===== src/rtl/uart_tx_fifo_pkg.sv =====
// Shared types and constants for the buffered UART/MIDI transmitter.
// The PARITY state exists only when UART_TX_PARITY_EN is defined.
package uart_tx_fifo_pkg;

  localparam int DEFAULT_CLK_FREQ = 50_000_000;
  localparam int UART_BAUD_RATE   = 38_400;
  localparam int MIDI_BAUD_RATE   = 31_250;

  typedef enum logic [2:0] {
    UART_TX_ST_IDLE   = 3'd0,
    UART_TX_ST_START  = 3'd1,
    UART_TX_ST_DATA   = 3'd2,
`ifdef UART_TX_PARITY_EN
    UART_TX_ST_PARITY = 3'd3,
`endif
    UART_TX_ST_STOP   = 3'd4
  } uart_tx_state_e;

  // Clocks per bit, rounded to nearest so the line rate error stays within half a clock.
  function automatic int baud_div(input int clk_freq, input int baud_rate);
    return (clk_freq + baud_rate / 2) / baud_rate;
  endfunction

endpackage


===== src/rtl/uart_tx_fifo_sync_fifo.sv =====
// Single-clock FIFO with extra-MSB pointers; full/empty/level come straight from the pointers.
// Read data is the entry at the read pointer, valid in the same cycle as !empty_o.
module sync_fifo #(
  parameter int WIDTH      = 8,
  parameter int DEPTH_LOG2 = 4
) (
  input  logic                  clk_i,
  input  logic                  rst_ni,
  input  logic                  push_i,
  input  logic [WIDTH-1:0]      wr_data_i,
  input  logic                  pop_i,
  output logic [WIDTH-1:0]      rd_data_o,
  output logic                  full_o,
  output logic                  empty_o,
  output logic [DEPTH_LOG2:0]   level_o
);

  localparam int DEPTH = 2 ** DEPTH_LOG2;

  logic [WIDTH-1:0]    mem_q [DEPTH];
  logic [DEPTH_LOG2:0] wr_ptr_q, wr_ptr_d;
  logic [DEPTH_LOG2:0] rd_ptr_q, rd_ptr_d;
  logic                push_ok, pop_ok;

  assign full_o  = (wr_ptr_q[DEPTH_LOG2] != rd_ptr_q[DEPTH_LOG2]) &&
                   (wr_ptr_q[DEPTH_LOG2-1:0] == rd_ptr_q[DEPTH_LOG2-1:0]);
  assign empty_o = (wr_ptr_q == rd_ptr_q);
  assign level_o = wr_ptr_q - rd_ptr_q;

  // A push while full is dropped even if a pop frees a slot on the same edge.
  assign push_ok = push_i & ~full_o;
  assign pop_ok  = pop_i & ~empty_o;

  assign wr_ptr_d  = push_ok ? wr_ptr_q + 1'b1 : wr_ptr_q;
  assign rd_ptr_d  = pop_ok ? rd_ptr_q + 1'b1 : rd_ptr_q;
  assign rd_data_o = mem_q[rd_ptr_q[DEPTH_LOG2-1:0]];

  always_ff @(posedge clk_i or negedge rst_ni) begin
    if (!rst_ni) begin
      wr_ptr_q <= '0;
      rd_ptr_q <= '0;
    end else begin
      wr_ptr_q <= wr_ptr_d;
      rd_ptr_q <= rd_ptr_d;
    end
  end

  always_ff @(posedge clk_i) begin
    if (push_ok) begin
      mem_q[wr_ptr_q[DEPTH_LOG2-1:0]] <= wr_data_i;
    end
  end

endmodule


===== src/rtl/uart_tx_fifo.sv =====
// Buffered 8N1 UART/MIDI transmitter: FIFO, baud/bit counters, shift register, FSM, registered tx.
// Define UART_TX_PARITY_EN to append an even parity bit (11-bit frame).
module uart_tx_fifo
  import uart_tx_fifo_pkg::*;
#(
  parameter int CLK_FREQ        = DEFAULT_CLK_FREQ,
  parameter int BAUD_RATE       = UART_BAUD_RATE,
  parameter int FIFO_DEPTH_LOG2 = 4
) (
  input  logic                       clk,
  input  logic                       reset_n,
  input  logic [7:0]                 tx_data,
  input  logic                       tx_valid,
  output logic                       tx_ready,
  output logic                       tx,
  output logic                       busy,
  output logic [FIFO_DEPTH_LOG2:0]   fifo_level
);

  localparam int BAUD_DIV = baud_div(CLK_FREQ, BAUD_RATE);
  localparam int CNT_W    = $clog2(BAUD_DIV + 1);

  uart_tx_state_e   state_q, state_d;
  logic [CNT_W-1:0] baud_cnt_q, baud_cnt_d;
  logic [2:0]       bit_cnt_q, bit_cnt_d;
  logic [7:0]       shift_q, shift_d;
  logic             tx_q, tx_d;
  logic             bit_end;
  logic             fifo_pop, fifo_full, fifo_empty;
  logic [7:0]       fifo_rd_data;
`ifdef UART_TX_PARITY_EN
  logic             parity_q, parity_d;
`endif

  sync_fifo #(
    .WIDTH      (8),
    .DEPTH_LOG2 (FIFO_DEPTH_LOG2)
  ) u_fifo (
    .clk_i     (clk),
    .rst_ni    (reset_n),
    .push_i    (tx_valid),
    .wr_data_i (tx_data),
    .pop_i     (fifo_pop),
    .rd_data_o (fifo_rd_data),
    .full_o    (fifo_full),
    .empty_o   (fifo_empty),
    .level_o   (fifo_level)
  );

  assign tx_ready = ~fifo_full;
  assign tx       = tx_q;
  assign busy     = (state_q != UART_TX_ST_IDLE) | ~fifo_empty;
  assign bit_end  = (baud_cnt_q == CNT_W'(BAUD_DIV - 1));

  // tx_d decodes the current state, so the line lags the FSM by one clock
  // and every bit still spans exactly BAUD_DIV clocks.
  always_comb begin
    state_d    = state_q;
    baud_cnt_d = bit_end ? '0 : baud_cnt_q + CNT_W'(1);
    bit_cnt_d  = bit_cnt_q;
    shift_d    = shift_q;
    tx_d       = 1'b1;
    fifo_pop   = 1'b0;
`ifdef UART_TX_PARITY_EN
    parity_d   = parity_q;
`endif
    case (state_q)
      UART_TX_ST_IDLE: begin
        baud_cnt_d = '0;
        if (!fifo_empty) begin
          fifo_pop  = 1'b1;
          shift_d   = fifo_rd_data;
          bit_cnt_d = '0;
          state_d   = UART_TX_ST_START;
`ifdef UART_TX_PARITY_EN
          parity_d  = ^fifo_rd_data;
`endif
        end
      end
      UART_TX_ST_START: begin
        tx_d = 1'b0;
        if (bit_end) state_d = UART_TX_ST_DATA;
      end
      UART_TX_ST_DATA: begin
        tx_d = shift_q[0];
        if (bit_end) begin
          shift_d   = {1'b0, shift_q[7:1]};
          bit_cnt_d = bit_cnt_q + 3'd1;
          if (bit_cnt_q == 3'd7) begin
`ifdef UART_TX_PARITY_EN
            state_d = UART_TX_ST_PARITY;
`else
            state_d = UART_TX_ST_STOP;
`endif
          end
        end
      end
`ifdef UART_TX_PARITY_EN
      UART_TX_ST_PARITY: begin
        tx_d = parity_q;
        if (bit_end) state_d = UART_TX_ST_STOP;
      end
`endif
      UART_TX_ST_STOP: begin
        tx_d = 1'b1;
        if (bit_end) begin
          // Chain straight into the next start bit when more data is queued.
          if (!fifo_empty) begin
            fifo_pop  = 1'b1;
            shift_d   = fifo_rd_data;
            bit_cnt_d = '0;
            state_d   = UART_TX_ST_START;
`ifdef UART_TX_PARITY_EN
            parity_d  = ^fifo_rd_data;
`endif
          end else begin
            state_d = UART_TX_ST_IDLE;
          end
        end
      end
      default: begin
        state_d    = UART_TX_ST_IDLE;
        baud_cnt_d = '0;
      end
    endcase
  end

  always_ff @(posedge clk or negedge reset_n) begin
    if (!reset_n) begin
      state_q    <= UART_TX_ST_IDLE;
      baud_cnt_q <= '0;
      bit_cnt_q  <= '0;
      shift_q    <= '0;
      tx_q       <= 1'b1;
`ifdef UART_TX_PARITY_EN
      parity_q   <= 1'b0;
`endif
    end else begin
      state_q    <= state_d;
      baud_cnt_q <= baud_cnt_d;
      bit_cnt_q  <= bit_cnt_d;
      shift_q    <= shift_d;
      tx_q       <= tx_d;
`ifdef UART_TX_PARITY_EN
      parity_q   <= parity_d;
`endif
    end
  end

endmodule


===== config.mk =====
export PLATFORM = sky130hd
export DESIGN_NAME = uart_tx_fifo
export DESIGN_NICKNAME = d
export VERILOG_FILES = /design/src/rtl/uart_tx_fifo_pkg.sv /design/src/rtl/uart_tx_fifo_sync_fifo.sv /design/src/rtl/uart_tx_fifo.sv
export SDC_FILE = /design/constraint.sdc
export NUM_CORES = 1
export LEC_CHECK = 0
export CAP_MARGIN = 20
export CORE_MARGIN = 8
export CORE_UTILIZATION = 55
export CTS_BUF_LIST = sky130_fd_sc_hd__clkbuf_16
export DETAILED_ROUTE_END_ITERATION = 6
export PLACE_DENSITY = 0.75
export REMOVE_ABC_BUFFERS = 1
export SLEW_MARGIN = 25
export SYNTH_ARGS = -nofsm -noshare
export SYNTH_HDL_FRONTEND = slang
export SYNTH_SLANG_ARGS = --single-unit

===== constraint.sdc =====
create_clock -name clk -period 3.05 [get_ports clk]
set_clock_uncertainty 0.15 [all_clocks]
set_input_delay 0.305 -clock clk [delete_from_list [all_inputs] [get_ports clk]]
set_output_delay 0.305 -clock clk [all_outputs]
set_load 0.03 [all_outputs]

==> results of run 1 <==
==> power breakdown <==
group,switching (mW),internal (mW)
clock,0.959,1.17
sequential,0.191,2.76
combinational,1.57,1.19
total,2.72,5.12
==> sequential cells by signal (all words and copies together) (netlist names) <==
name,flops
baud_cnt_q,11
bit_cnt_q,3
shift_q,8
state_q,3
tx,1
u_fifo.mem_q,128
u_fifo.rd_ptr_q,5
u_fifo.wr_ptr_q,5
==> worst min-delay path by stage <==
| stage | end | slack [ns] | start |
|---|---|---|---|
| after floorplan | baud_cnt_q[0] | -0.14 | reset_n |
| after global placement | baud_cnt_q[5] | 0.29 | reset_n |
| after detailed placement | baud_cnt_q[9] | 0.29 | reset_n |
| after CTS | bit_cnt_q[0] | 0.34 | bit_cnt_q[0] |
| after global routing | bit_cnt_q[0] | 0.35 | bit_cnt_q[0] |
| final | bit_cnt_q[0] | 0.33 | bit_cnt_q[0] |
==> cell families (layout without fill, tap and decap cells) <==
| logic type | Yosys count | after routing | synth area share, % |
|---|---|---|---|
| AOI/OAI and AO/OA | 59 | 59 | 6.54 |
| xor gates and xnor gates | 22 | 22 | 2.78 |
| adders and majority gates | 14 | 14 | 2.64 |
| buffers and inverters | 34 | 81 | 1.99 |
| DFF | 164 | 164 | 68.5 |
| muxes | 34 | 34 | 10.7 |
| and+or+nand+nor | 88 | 88 | 6.84 |
==> cell type report <==
class | instances | area, um^2
timing repair buffer | 32 | 273
tap | 172 | 215
fill | 873 | 4510
clock inverter | 15 | 176
inverter | 17 | 63.8
multi-input combinational | 217 | 2060
sequential | 164 | 4750
clock buffer | 17 | 425
==> worst reg2reg max path, cell delays in order, from the launching register on <==
cell,delay (ns)
dfrtp_1,0.56
ha_1,0.35
nand4_1,0.12
o21ai_0,0.27
nor3b_1,0.48
and2_1,0.44
==> metal layers <==
layer	vias up	wire, um	share of wire [%]
met5	-	0	0
met4	0	218	1.6
met3	18	815	6.0
met2	100	6850	50
met1	1879	5750	42
li1	1698	-	-
==> stage by stage <==
stage	setup WS, ns	cell area, um^2	total power [mW]	setup TNS (ns)
3_5_place_dp	0.411	7350	5.78	0
2_1_floorplan	-0.561	6850	4.84	-48.72
5_1_grt	0.0330	7960	8.21	0
4_1_cts	0.0880	7960	7.92	0
3_3_place_gp	0.515	7350	5.71	0
6_report	0.120	7960	7.85	0
==> cells in the final DEF, fill, tap and decap left out, drive strengths merged, types with 5 or more instances in the layout <==
master and count:
clkdlybuf4s50 13, clkinv 5, nor2 22, a31oi 7, ha 13, a22o 15, o21ai 11, buf 18
clkbuf 17, nor3 7, xnor2 17, a2111oi 7, edfxtp 128, dfrtp 35, mux4 32, nand3 6
and2 5, inv 25, nor4 8, xor2 5, nand2 21
==> what timing repair did <==
action,CTS,global route
buffers inserted,0,0
endpoints found under the setup margin,0,0
hold buffers,1,0
endpoints found under the hold margin,35,0
==> key figures, run 1 <==
Synth
  • Top cells by area, synth: edfxtp_1 55%, dfrtp_1 13%, mux4_2 10%, ha_1 2.3%, xnor2_1 2.1%
  • Netlist cell types: 48
  • Sequential share of the synthesized area: 68.5%
  • Post-synth ARST share: 22.0%
  • Share of the synthesized area in the top cell type: 55.5%
  • YS warnings: 0
  • FF+latch count, synth: 164
  • Syn Inst Count: 415
  • Synth cell count leaders: 128 x edfxtp_1, 35 x dfrtp_1, 32 x mux4_2
  • Count leader, synth: edfxtp_1
  • Post-synth top area cell: edfxtp_1
  • Ys flop type: edfxtp_1
  • Post-synth EDFFs: 128
  • Synth Cell Area: 6930 um^2
  • Avg Cell Area, Syn: 16.7 um^2

Critical path
  • R2R Path End: u_fifo.mem_q[9][2]
  • Worst Setup SP: u_fifo.wr_ptr_q[0]
  • Crit path max fanout: 4
  • Worst path cell trace: inv_1 > ha_1 > fa_1 > xnor2_1 > clkdlybuf4s50_1
  • Worst setup path class: reg -> out
  • Worst Reg2Reg Path Length in Cells: 5
  • Worst EP arrival: 2.48 ns
  • CP required: 2.59 ns
  • Crit path buffers/inverters: 2
  • CP endpoint: fifo_level[2]
  • Crit path max-delay family: buffers and inverters
  • Instance count on the critical path: 5
  • Setup crit start kind: flop
  • R2r setup slk: 0.33 ns
  • Worst setup EP type: output port
  • Crit-path max cell delay: 0.69 ns
  • Worst reg2reg startpoint: u_fifo.wr_ptr_q[3]
  • Slowest-stage cell, CP: clkdlybuf4s50_1

Route
  • Drt pass-1 iters: 4
  • Drt drc: 0
  • DRT iter0 DRCs: 342
  • Wire length per cell: 21.5 um
  • Routed Antenna Nets: 0
  • Via density: 5.83
  • Via count: 3695
  • Total wire length: 13.6 mm

Timing
  • Rel. slew slack: 45.0%
  • Final hold vios: 0
  • Worst Tran Pin Value: 0.825 ns
  • Period utilisation layout: 96.1%
  • Crit path time final: 2.93 ns
  • Max frequency: 341 MHz
  • Slew Viols, Final: 0
  • Min Hold Slack: 0.330 ns
  • RSZ-0062 raised after global routing: false
  • Final Setup Violations: 0

GRT
  • Gr ovfl total: 0
  • Grt met1 use: 22.5%
  • GRT Total Usage: 18.0%
  • Most used routing layer: met2
  • First-pass GRT wire length: 21.5 mm
  • Met2 usage: 28.7%
  • Met3 Usage GRT: 5.24%
  • Largest net degree at the start of global routing: 37
  • Vias in the first global route: 3763
  • Initial antenna violation count: 0

Finish
  • Layout Nets: 474
  • Layout cells sized above 1: 20.6%
  • Fin cells: 634
  • Antenna diode count: 0
  • Final design utilization: 63.8%
  • Area growth syn-to-layout: 14.9%

CTS
  • # clock sinks: 164
  • CTS tree: done
  • Clock Latency Late Sink: 0.44 ns
  • Post_cts resized: 0
  • H-tree levels: 4
  • CTS clock-pin slew for the worst setup and hold paths: 0.07 ns
  • Longest Clk Path Bufs: 2
  • Total CTS buffers: 17
  • Clock root buffer: clkbuf_16

Pwr
  • Maximum VDD drop: 0.000650 V
  • Pwr/cell area: 986 nW/um^2
  • Leak Pwr: 2.79 nW

Min path
  • Min-delay worst type: reg -> reg
  • Hold path cells: 1

Status
  • Status: finished, final reports clean

Placement
  • GPL Wtd Cong: 0.848
  • Post-detail-place hpwl: 9.01 mm
  • Cells after DPL: 601
  • # port buffers: 18

Flow run
  • Max Cap Viol: 0

Floorplanning
  • FP Rows: 41
  • Die H: 128 um
  • Num ports: 19
  • Chip width: 128 um
  • Starting Density: 55.6%
  • Die footprint: 16400 um^2
  • Placeable Area: 12500 um^2
Note: power is estimated with default switching activity, not from simulation.
==> inputs of run 2 (changes only) <==
--- a/config.mk
+++ b/config.mk
@@ -10,5 +10,4 @@
 export CORE_UTILIZATION = 55
-export CTS_BUF_LIST = sky130_fd_sc_hd__clkbuf_16
 export DETAILED_ROUTE_END_ITERATION = 6
-export PLACE_DENSITY = 0.75
+export PLACE_DENSITY = 0.72
 export REMOVE_ABC_BUFFERS = 1
==> constraint.sdc (replaced) <==
create_clock -name clk -period 3.7 [get_ports clk]
set_clock_uncertainty 0.15 [all_clocks]
set_input_delay 0.37 -clock clk [delete_from_list [all_inputs] [get_ports clk]]
set_output_delay 0.37 -clock clk [all_outputs]
set_load 0.01 [all_outputs]
==> run 2 against run 1 <==
  * Worst setup slack improved by 0.35 ns
  * Die area unchanged
  * Combinational power decreased by 24%
  * Sequential power decreased by 17%
  * Via count increased by 1.8%
  * Non-clock buffer count decreased by 6
  * Clock-buffer cell count increased by 2
  * Register-to-register slack improved by 0.14 ns
  * Total power decreased by 20%
  * Routed wire length increased by 0.54%
  * Critical endpoint is now u_fifo.mem_q[12][5]
==> key figures, run 2 (same netlist as run 1, synthesis figures left out) <==
Floorplanning
  • Die H: 128 um (unchanged)
  • Chip width: 128 um (unchanged)
  • Num ports: 19 (unchanged)
  • Placeable Area: 12500 um^2 (unchanged)
  • Die footprint: 16400 um^2 (unchanged)
  • Starting Density: 55.6% (unchanged)
  • FP Rows: 41 (unchanged)

Status
  • Status: finished, final reports clean

Timing
  • Period utilisation layout: 87.2%
  • Setup TNS: 0 ns (unchanged)
  • Crit path time final: 3.23 ns
  • RSZ-0062 raised after global routing: false
  • Slew Viols, Final: 0 (unchanged)
  • Worst Tran Pin Value: 0.930 ns (+0.105 ns)
  • Final Setup Violations: 0 (unchanged)
  • Final hold vios: 0 (unchanged)
  • Min Hold Slack: 0.331 ns (+0.000395 ns)
  • Max frequency: 310 MHz
  • Rel. slew slack: 37.4% (-7.7 points)

Placement
  • # port buffers: 18 (unchanged)
  • GPL Wtd Cong: 0.808 (-4.7%)
  • Cells after DPL: 595 (-1.0%)
  • Post-detail-place hpwl: 8.79 mm (-2.5%)

Route
  • Drt drc: 0 (unchanged)
  • Drt pass-1 iters: 5 (+1)
  • Via count: 3760 (+1.8%)
  • Wire length per cell: 21.8 um (+1.5%)
  • Routed Antenna Nets: 0 (unchanged)
  • DRT iter0 DRCs: 357 (+4.4%)
  • Via density: 5.99 (+2.7%)
  • Total wire length: 13.7 mm (+0.54%)

Critical path
  • Crit path max fanout: 14 (+10)
  • CP required: 3.60 ns (+1.01 ns)
  • Slowest-stage cell, CP: dfrtp_1
  • Worst path cell trace: ha_1 > and4_1 > a21boi_1 > nand3_1 > nor2_1
  • Worst reg2reg startpoint: u_fifo.wr_ptr_q[2]
  • R2R Path End: u_fifo.mem_q[12][5]
  • Setup crit start kind: flop
  • Crit-path max cell delay: 0.66 ns (-0.03 ns)
  • Worst Setup SP: u_fifo.wr_ptr_q[2]
  • R2r setup slk: 0.47 ns (+0.14 ns)
  • CP endpoint: u_fifo.mem_q[12][5]
  • Worst setup EP type: flop
  • Worst setup path class: reg -> reg
  • Worst Reg2Reg Path Length in Cells: 5 (unchanged)
  • Worst EP arrival: 3.12 ns (+0.64 ns)

CTS
  • H-tree levels: 4 (unchanged)
  • CTS clock-pin slew for the worst setup and hold paths: 0.06 ns (about the same)
  • Hold buffers post-CTS: 1 (unchanged)
  • CTS tree: done
  • Clock root buffer: clkbuf_16
  • Setup Buffers After CTS: 0 (unchanged)
  • Clock Latency Late Sink: 0.42 ns (-0.02 ns)
  • Total CTS buffers: 17 (unchanged)
  • Longest Clk Path Bufs: 2 (unchanged)
  • Post_cts resized: 0 (unchanged)
  • # clock sinks: 164 (unchanged)

Finish
  • Layout Nets: 468 (-1.3%)
  • Commonest non-fill, non-tap cell in the layout: edfxtp_1
  • Max reg flops: 128 (unchanged)
  • Fin cells: 628 (-0.95%)
  • Antenna diode count: 0 (unchanged)
  • Layout cells sized above 1: 18.4% (-2.1 points)
  • Most frequent cells in the layout: 128 x edfxtp_1, 34 x dfrtp_1, 32 x mux4_2, 21 x nand2_1, 21 x nor2_1
  • Final design utilization: 63.5% (-0.34 points)
  • Area growth syn-to-layout: 14.2%

GRT
  • Vias in the first global route: 3760 (-0.080%)
  • Gr ovfl total: 0 (unchanged)
  • GRT Total Usage: 17.8% (-0.20 points)
  • Initial antenna violation count: 0 (unchanged)
  • Largest net degree at the start of global routing: 37 (unchanged)
  • First-pass GRT wire length: 21.4 mm (-0.45%)

Pwr
  • Pwr/cell area: 795 nW/um^2 (-19%)
  • Final Power: 6.29 mW (-20%)
  • Maximum VDD drop: 0.000518 V (-20%)
  • Leak Pwr: 2.75 nW (-1.3%)

Flow run
  • Max Cap Viol: 0 (unchanged)

Min path
  • Min-delay worst type: reg -> reg
run 2: stage by stage:
step	setup WS, ns	cell area [um^2]
2_1_floorplan	0.0886	6850
3_3_place_gp	0.738	7320
3_5_place_dp	0.525	7320
4_1_cts	0.507	7920
5_1_grt	0.277	7920
6_report	0.474	7920
run 2: worst max-delay path, delay by kind of cell, from the launching register on:
kind	cells	cell delay, ns
fa+ha+maj	1	0.38
compound gates	1	0.51
simple gates	3	1.14
flops	1	0.66
run 2: area by class of cell:
type | instances | area, um^2
Clock buffer | 19 | 433
Clock inverter | 13 | 149
Fill cell | 846 | 4550
Tap cell | 172 | 215
Sequential cell | 164 | 4750
Multi-Input combinational cell | 217 | 2070
Timing Repair Buffer | 26 | 238
Inverter | 17 | 63.8
run 2: power by group:
group          total (mW)  switching (mW)  leakage, nW  internal, mW
registers            2.45           0.179         1.61          2.28
logic                2.10            1.12        0.854         0.984
clock network        1.74           0.729        0.288          1.01
total                6.29            2.03         2.75          4.27
run 2: worst min path at each step:
| stage | start | cells past startpoint | slack (ns) | end |
|---|---|---|---|---|
| floorplan | reset_n | 0 | -0.08 | baud_cnt_q[0] |
| global placement | bit_cnt_q[0] | 1 | 0.32 | bit_cnt_q[0] |
| detailed placement | bit_cnt_q[0] | 1 | 0.33 | bit_cnt_q[0] |
| CTS | bit_cnt_q[0] | 1 | 0.34 | bit_cnt_q[0] |
| global route | bit_cnt_q[0] | 1 | 0.36 | bit_cnt_q[0] |
| finish | bit_cnt_q[0] | 1 | 0.33 | bit_cnt_q[0] |
run 2: layer usage:
layer | global-route usage (%) | up-vias | part of all wire (%)
met3 | 4.87 | 14 | 5.2
met5 | 0 | - | 0
met2 | 28.7 | 115 | 50
met1 | 22.9 | 1942 | 44
li1 | - | 1689 | -
met4 | 5.87 | 0 | 1.3
==> inputs of run 3 (changes only) <==
PLACE_DENSITY = default   (was 0.72)
PLACE_DENSITY_LB_ADDON = 0.15   (was default)
==> run 3 against run 2 <==
  * Register-to-register slack better by 0.45 ns
  * Critical endpoint is now fifo_level[4]
  * Die area did not move
  * Sequential power about the same
  * Clock-buffer cell count shrank 1
  * Sequential cell count unchanged
  * Critical path type is now reg -> out
  * Largest cell class unchanged
  * Cell count up 0.64%
  * Global-route usage shrank 0.23 points
  * Design area grew 0.22%
  * Worst setup slack better by 0.19 ns
  * Total power shrank 0.67%
  * Via count fell by 1.3%
  * Hold slack better by 0.013 ns
==> key figures, run 3 (same netlist as run 1, synthesis figures left out) <==
Status
  • Status: finished, final reports clean

Route
  • Met2 Routed Length: 6.39 mm (-6.4%)
  • Top layer in use: met4
  • Met1 Wirelength: 6.03 mm (+0.85%)
  • Drt drc: 0 (unchanged)
  • DRT iter0 DRCs: 377 (+5.6%)
  • Drt pass-1 iters: 5 (unchanged)
  • Metal3 WL: 617 um (-14%)
  • Total wire length: 13.2 mm (-3.4%)
  • Routed Antenna Nets: 0 (unchanged)
  • Via density: 5.87 (-2.0%)
  • Via count: 3710 (-1.3%)
  • Wire length per cell: 20.9 um (-4.0%)

Critical path
  • Worst path cell trace: inv_1 > ha_1 > fa_1 > inv_1 > a21o_1 > a21oi_1 > xnor2_1 > clkdlybuf4s50_1
  • Worst EP arrival: 2.52 ns (-0.60 ns)
  • Instance count on the critical path: 8 (+3)
  • Setup crit start kind: flop
  • Worst Reg2Reg Path Length in Cells: 6 (+1)
  • CP required: 3.18 ns (-0.42 ns)
  • Worst setup path class: reg -> out
  • Crit path max fanout: 4 (-10)
  • Slowest-stage cell, CP: clkdlybuf4s50_1
  • Worst setup EP type: output port
  • Crit-path max cell delay: 0.55 ns (-0.11 ns)
  • Crit path buffers/inverters: 3 (+3)
  • Crit path max-delay family: buffers and inverters
  • Most numerous cell on the critical path: inv_1

GRT
  • Initial antenna violation count: 0 (unchanged)
  • Largest net degree at the start of global routing: 37 (unchanged)
  • Gr ovfl total: 0 (unchanged)
  • First-pass GRT wire length: 21.3 mm (-0.36%)
  • GRT Total Usage: 17.6% (-0.23 points)
  • Vias in the first global route: 3847 (+2.3%)

Floorplanning
  • FP Rows: 41 (unchanged)
  • Die H: 128 um (unchanged)
  • Chip width: 128 um (unchanged)
  • Die footprint: 16400 um^2 (unchanged)
  • Num ports: 19 (unchanged)
  • Placeable Area: 12500 um^2 (unchanged)
  • Starting Density: 55.6% (unchanged)

CTS
  • # clock sinks: 164 (unchanged)
  • H-tree levels: 4 (unchanged)
  • CTS tree: done
  • Clock Latency Late Sink: 0.43 ns (about the same)
  • CTS clock-pin slew for the worst setup and hold paths: 0.07 ns (about the same)
  • Clock root buffer: clkbuf_16
  • Longest Clk Path Bufs: 2 (unchanged)
  • Total CTS buffers: 17 (unchanged)
  • Setup Buffers After CTS: 0 (unchanged)

Pwr
  • Pwr/cell area: 788 nW/um^2 (-0.89%)
  • Maximum VDD drop: 0.000464 V (-10%)
  • Leak Pwr: 2.76 nW (+0.28%)

Timing
  • Final hold vios: 0 (unchanged)
  • Slew Viols, Final: 0 (unchanged)
  • Final Setup Violations: 0 (unchanged)
  • Worst Tran Pin Value: 0.809 ns (-0.121 ns)
  • Crit path time final: 3.04 ns (-0.185 ns)
  • Max frequency: 329 MHz (+6.1%)
  • Period utilisation layout: 82.2% (-5.0 points)
  • RSZ-0062 raised after global routing: false
  • Setup TNS: 0 ns (unchanged)
  • Rel. slew slack: 46.1% (+8.7 points)

Finish
  • Commonest non-fill, non-tap cell in the layout: edfxtp_1
  • Antenna diode count: 0 (unchanged)
  • Layout Nets: 472 (+0.85%)
  • Max reg flops: 128 (unchanged)
  • Area growth syn-to-layout: 14.5%
  • Layout cells sized above 1: 19.6% (+1.1 points)
  • Final design utilization: 63.6% (+0.14 points)
  • Most frequent cells in the layout: 128 x edfxtp_1, 34 x dfrtp_1, 32 x mux4_2, 21 x nand2_1, 21 x nor2_1

Flow run
  • Max Cap Viol: 0 (unchanged)

Placement
  • GPL Wtd Cong: 0.812 (+0.47%)
  • Post-detail-place hpwl: 8.76 mm (-0.39%)
  • # port buffers: 18 (unchanged)

Min path
  • Hold path cells: 1 (unchanged)
  • Min-delay worst type: reg -> reg
==> run 3: cell types whose count changed in the layout (fill, tap and decap cells not counted), sizes merged <==
cell      before  now
clkinvlp       0    2
buf            8   12
clkbuf        19   18
clkinv         6    2
bufinv         2    1
inv           22   26
==> run 3: power by group <==
part	internal, mW	switching [mW]
combinational	0.997	1.13
sequential	2.28	0.154
clock	0.947	0.749
==> run 3: layer usage <==
layer	track usage, %	vias to the layer above
met5	0	-
met4	6.50	0
met3	4.53	15
met2	27.3	95
met1	23.5	1895
li1	-	1705
==> run 3: metrics by stage <==
stage | worst slack, ns | hold WS (ns) | power, mW | instance area (um^2) | std cells
5_1_grt | 0.472 | 0.373 | 6.57 | 7930 | 632
4_1_cts | 0.613 | 0.343 | 6.32 | 7930 | 632
6_report | 0.659 | 0.344 | 6.25 | 7930 | 632
3_3_place_gp | 1.04 | 0.324 | 4.59 | 7350 | 599
3_5_place_dp | 0.935 | 0.335 | 4.62 | 7350 | 599
2_1_floorplan | 0.0886 | -0.0756 | 3.83 | 6850 | 398
==> run 3: final cells by class <==
| class | instances | area (um^2) |
|---|---|---|
| Multi-Input combinational cell | 217 | 2070 |
| Tap cell | 172 | 215 |
| Clock buffer | 18 | 429 |
| Fill cell | 906 | 4530 |
| Clock inverter | 14 | 140 |
| Timing Repair Buffer | 30 | 268 |
| Sequential cell | 164 | 4750 |
| Inverter | 17 | 63.8 |
==> run 3: path summary, 6_finish.rpt <==
| kind | startpoint | to | slack (ns) |
|---|---|---|---|
| worst max-delay path | u_fifo.wr_ptr_q[0] | fifo_level[4] | 0.66 |
| worst min-delay path | bit_cnt_q[0] | bit_cnt_q[0] | 0.34 |
| worst max register to register | u_fifo.wr_ptr_q[3] | u_fifo.mem_q[13][1] | 0.92 |
| worst min register to register | bit_cnt_q[0] | bit_cnt_q[0] | 0.34 |
| max in group asynchronous | reset_n | u_fifo.rd_ptr_q[0] | 2.41 |
| min in group asynchronous | reset_n | baud_cnt_q[7] | 0.42 |
==> run 3: what timing repair did <==
action | in CTS | in global routing
endpoints found under the hold margin | 35 | 0
hold buffers | 1 | 0
resized for setup | 0 | 0
